$ cat src/rtl/multiplicador_booth.sv
// Sequential radix-2 Booth multiplier: full 2*WIDTH-bit product, signed or unsigned per operation.
// Operands are extended to WIDTH+1 bits so that one datapath serves both modes.
//
// state | meaning
// IDLE  | waiting for start; product registers hold the last result
// RUN   | one Booth step per cycle, WIDTH+1 steps in total
module multiplicador_booth #(
  parameter int WIDTH = 32
) (
  input  logic             clk,
  input  logic             reset_n,
  input  logic             start,
  input  logic             is_signed,
  input  logic [WIDTH-1:0] fator_1,
  input  logic [WIDTH-1:0] fator_2,
  output logic [WIDTH-1:0] msb_prod,
  output logic [WIDTH-1:0] lsb_prod,
  output logic             calculando,
  output logic             pronto
);

  localparam int CW = $clog2(WIDTH + 1);
  localparam logic [WIDTH:0] ONE = {{WIDTH{1'b0}}, 1'b1};

  typedef enum logic {IDLE = 1'b0, RUN = 1'b1} state_t;

  state_t           state_q, state_d;
  logic [WIDTH:0]   a_q, a_d;
  logic [WIDTH:0]   q_q, q_d;
  logic [WIDTH:0]   m_q, m_d;
  logic             q1_q, q1_d;
  logic [CW-1:0]    cnt_q, cnt_d;
  logic [WIDTH-1:0] msb_q, msb_d;
  logic [WIDTH-1:0] lsb_q, lsb_d;
  logic             pronto_q, pronto_d;

  logic [WIDTH:0]   sum;
  logic [WIDTH:0]   a_sh;
  logic [WIDTH:0]   q_sh;

  always_comb begin
    unique case ({q_q[0], q1_q})
      2'b01:   sum = a_q + m_q;
      2'b10:   sum = a_q + ~m_q + ONE;
      default: sum = a_q;
    endcase
    a_sh = {sum[WIDTH], sum[WIDTH:1]};
    q_sh = {sum[0], q_q[WIDTH:1]};
  end

  always_comb begin
    state_d  = state_q;
    a_d      = a_q;
    q_d      = q_q;
    m_d      = m_q;
    q1_d     = q1_q;
    cnt_d    = cnt_q;
    msb_d    = msb_q;
    lsb_d    = lsb_q;
    pronto_d = 1'b0;
    unique case (state_q)
      IDLE: begin
        if (start) begin
          m_d     = {is_signed & fator_1[WIDTH-1], fator_1};
          q_d     = {is_signed & fator_2[WIDTH-1], fator_2};
          a_d     = '0;
          q1_d    = 1'b0;
          cnt_d   = '0;
          state_d = RUN;
        end
      end
      RUN: begin
        a_d   = a_sh;
        q_d   = q_sh;
        q1_d  = q_q[0];
        cnt_d = cnt_q + CW'(1);
        // Last step: the low 2*WIDTH bits of the shifted {A,Q} are the exact product.
        if (cnt_q == CW'(WIDTH)) begin
          msb_d    = {a_sh[WIDTH-2:0], q_sh[WIDTH]};
          lsb_d    = q_sh[WIDTH-1:0];
          pronto_d = 1'b1;
          state_d  = IDLE;
        end
      end
      default: state_d = IDLE;
    endcase
  end

  always_ff @(posedge clk or negedge reset_n) begin
    if (!reset_n) begin
      state_q  <= IDLE;
      a_q      <= '0;
      q_q      <= '0;
      m_q      <= '0;
      q1_q     <= 1'b0;
      cnt_q    <= '0;
      msb_q    <= '0;
      lsb_q    <= '0;
      pronto_q <= 1'b0;
    end else begin
      state_q  <= state_d;
      a_q      <= a_d;
      q_q      <= q_d;
      m_q      <= m_d;
      q1_q     <= q1_d;
      cnt_q    <= cnt_d;
      msb_q    <= msb_d;
      lsb_q    <= lsb_d;
      pronto_q <= pronto_d;
    end
  end

  assign msb_prod   = msb_q;
  assign lsb_prod   = lsb_q;
  assign pronto     = pronto_q;
  assign calculando = (state_q == RUN);

endmodule

$ cat config.mk
export PLATFORM = sky130hd
export DESIGN_NAME = multiplicador_booth
export DESIGN_NICKNAME = d
export VERILOG_FILES = /design/src/rtl/multiplicador_booth.sv
export SDC_FILE = /design/constraint.sdc
export NUM_CORES = 1
export LEC_CHECK = 0
export CORE_ASPECT_RATIO = 1.5
export CORE_UTILIZATION = 30
export DETAILED_ROUTE_END_ITERATION = 12
export PLACE_DENSITY = 0.57
export SETUP_SLACK_MARGIN = 0.02
export SLEW_MARGIN = 5
export SYNTH_ARGS = -nofsm -noshare
export SYNTH_HDL_FRONTEND = slang
export SYNTH_SLANG_ARGS = --single-unit
$ cat constraint.sdc
create_clock -name clk -period 3.55 [get_ports clk]
set_input_delay 0.5325 -clock clk [delete_from_list [all_inputs] [get_ports clk]]
set_output_delay 0.5325 -clock clk [all_outputs]
set_load 0.005 [all_outputs]
==> reports/summary.log <==
INFO  floorplan      initial_core_util=30.5%
INFO  timing         slew_headroom=32.0%
INFO  timing         setup_repair_after_global_routing_missed_its_margin=false
INFO  timing         max_freq=293MHz
INFO  pwr            share_of_total_power_in_the_clock_network=12.6%
INFO  floorplan      fp.dieArea=0.0382mm²
INFO  drt            wirelength=37,900µm
INFO  global_routing globalRouteOverflowTotal=0
INFO  global_routing antenna_violations_before_repair=0
INFO  status         status=finished clean
INFO  finish         most-common-layout-cells=nand2_1, dfrtp_1, o21ai_0, clkdlybuf4s50_1, a21oi_1
INFO  min_path       hold_path_class=in -> async
INFO  synth          synth.distinct_cells=80
INFO  finish         most_common_cell_after_layout_fill_and_taps_aside=nand2_1
INFO  pwr            p_switching=7.98mW
INFO  synth          synth_async_sr_flop_share=100%
INFO  synth          synth-edff-count=0
INFO  clocking       tritoncts=done
INFO  global_routing global_route.usage.total=20.3%
INFO  job            drv_cap=0
INFO  synth          post_synth_instance_area=0.0112mm²
INFO  synth          syn-num-nets=1,471
INFO  placed_design  routabilityCongestion=0.947
INFO  synth          yosys_warnings=0
INFO  drt            drt_pre_antenna_iters=4
INFO  pwr            power.static_leakage=6.15nW
INFO  setup_path     crit_path_start=a_q[8]
INFO  timing         setup-violations-final=0
INFO  placed_design  place_worst_setup_slack=0.141ns
INFO  finish         finalNetCount=1,586
INFO  synth          ys.flop_type=dfrtp_1
INFO  finish         final_cell_count_no_fill=1,945
INFO  placed_design  numPortBuffers=133
INFO  setup_path     critical_path_cell_sequence=ha_1, a21o_1, or3_1, o211ai_1, a311oi_2, buf_4, o21ai_2, xnor2_1, a221oi_1, o31ai_1
INFO  timing         fin_tns_setup=0ns
INFO  setup_path     worst-endpoint-arrival=3.71ns
INFO  floorplan      std_cell_rows=86
INFO  setup_path     critical-path-slowest-cell=a221oi_1
INFO  pwr            sw_frac_of_total=49.6%
INFO  setup_path     timing.critical_path.buf_inv=1
INFO  synth          syn-instance-count=1,333
INFO  setup_path     setup.worst_path.class=reg -> reg
INFO  drt            routedWlPerCell=19.5µm
INFO  drt            drcViolationCount=0
INFO  timing         timing.clock.skew=0.0158ns
INFO  clocking       h-tree-depth=4
INFO  clocking       cts.hold.buffers_added=0
INFO  clocking       cts.clk_slew.worst_paths=0.07ns
INFO  pwr            p_seq_share=22.2%
INFO  setup_path     critPathRequiredTime=3.85ns
INFO  clocking       worst_skew_pair.late_latency=0.46ns
INFO  placed_design  number_of_placed_instances_taps_included=1,912
INFO  setup_path     critical-path-max-stage-delay=0.53ns
INFO  setup_path     timing.critical_path.fanout_max=12
INFO  clocking       cts_num_sinks=171
INFO  finish         drive_above_1_share=8.62%
INFO  pwr            ir_worst_vdd=0.000581V
INFO  synth          seq_area_frac_synth=38.2%
INFO  timing         final_hold_viol_count=0
INFO  finish         area_delta_synth_final=23.5%
INFO  clocking       clock_tree.buffer_depth=2
INFO  drt            routed_via_density=5.30
INFO  setup_path     rr_endpoint=msb_prod[23]
INFO  drt            dr_total_vias=10,300
INFO  pwr            combPwrFrac=65.1%
INFO  timing         slew_violations=0
INFO  pwr            internal_power=8.12mW
INFO  setup_path     timing.critical_path.to_type=flip-flop
INFO  clocking       clock_buffer_count_from_cts=17
INFO  setup_path     regToRegSetupSlack=0.14ns
INFO  global_routing number_of_global_route_vias_before_repair=10,500
INFO  setup_path     ff2ff_path_depth=10
INFO  drt            ant_nets=0
INFO  floorplan      die_h=239µm
INFO  timing         final.period_utilization=96.0%
INFO  timing         period_minus_slack=3.41ns
INFO  finish         num_antenna_cells=0
INFO  setup_path     rr_startpoint=a_q[8]
INFO  setup_path     critPathCapture=msb_prod[23]
INFO  setup_path     critical-path-top-delay-family=compound AO/OA/AOI/OAI gates
INFO  clocking       clock-root-buffer=clkbuf_16
INFO  synth          synth-seq-cells=171
INFO  pwr            powerDensity=1160mW/mm²
INFO  floorplan      chipWidth=160µm
INFO  global_routing grt_pass1_wl=60,100µm
INFO  global_routing grt_max_degree=71
INFO  setup_path     crit_path_start_kind=flip-flop
INFO  setup_path     timing.critical_path.depth=10
INFO  floorplan      core_area=0.0368mm²
INFO  drt            drt_iter0_drc=534
INFO  timing         post-route-worst-setup-slack=0.143ns
INFO  timing         worst_slew_pin_slew=1.02ns
INFO  placed_design  detailed_placement_wirelength_estimate=27,700µm
INFO  synth          syn_avg_cell_area=8.41µm²
INFO  floorplan      ioPinCount=134
cell usage after synthesis (17+ instances only):
cell | count | area (µm²)
nand2_1 | 262 | 983
a211oi_1 | 17 | 128
clkbuf_1 | 55 | 206
dfrtp_1 | 171 | 4280
o21ai_0 | 137 | 686
xnor2_1 | 23 | 201
nor2_1 | 59 | 221
ha_1 | 68 | 851
a21oi_1 | 84 | 420
nor3_1 | 23 | 115
nand3_1 | 17 | 85.1
inv_1 | 75 | 282
mux2i_1 | 41 | 410
layer usage:
| layer | global-route usage [%] | wire, µm | part of all wire (%) |
|---|---|---|---|
| met1 | 23.6 | 15400 | 41 |
| met2 | 35.5 | 18800 | 50 |
| met3 | 4.16 | 2030 | 5.4 |
| met4 | 10.1 | 1700 | 4.5 |
| met5 | 0 | 0 | 0 |
power by group through the flow:
stage	Combinational, mW	Clock [mW]	Sequential (mW)
2_1_floorplan	6.97	0	3.42
3_3_place_gp	10.3	0	3.59
3_5_place_dp	10.3	0	3.60
4_1_cts	10.4	2.09	3.59
5_1_grt	11.5	2.16	3.71
6_report	10.5	2.03	3.58
sequential cells by signal, summed over array words and instances, names as in the netlist:
register and flops:
pronto 1, q1_q 1, q_q 33, lsb_prod 32, msb_prod 32, a_q 32, cnt_q 6, m_q 33
calculando 1
worst min path at each step:
stage	from	end	slack (ns)	cells after the start
after global placement	lsb_prod[25]	lsb_prod[25]	0.46	2
final	reset_n	pronto	0.07	1
after CTS	reset_n	q_q[1]	0.11	1
after detailed placement	lsb_prod[14]	lsb_prod[14]	0.46	2
after floorplan	reset_n	a_q[0]	0.24	0
after global routing	reset_n	lsb_prod[28]	0.12	1
cell type report:
type                       count  area, µm²
inverter                      80        300
fill                        3825      23000
sequential                   171       4280
tap                          484        606
clock buffer                  17        425
multi-input combinational   1002       6360
timing repair buffer         176       1680
clock inverter                15        196
metrics by stage:
step           hold WS [ns]  util (%)  cell area (µm²)  power, mW
2_1_floorplan         0.237         -            11200       10.4
3_3_place_gp          0.458      35.8            13200       13.9
3_5_place_dp          0.461      35.8            13200       13.9
4_1_cts               0.107      37.5            13800       16.0
5_1_grt               0.122      37.6            13800       17.4
6_report             0.0720      37.6            13800       16.1
logic make-up after synthesis:
group | synth area share (%)
mux | 4.56
fa+ha+maj | 7.95
buf+inv | 5.58
compound gates | 23.8
xor+xnor | 2.11
simple gates | 17.8
flops | 38.2
what timing repair did:
| item | in CTS | in global routing |
|---|---|---|
| gates resized for setup | 0 | 7 |
| endpoints found under the setup margin | 0 | 9 |
| buffers inserted | 0 | 1 |
| endpoints found under the hold margin | 0 | 0 |
Power figures use the tool's default switching activity.
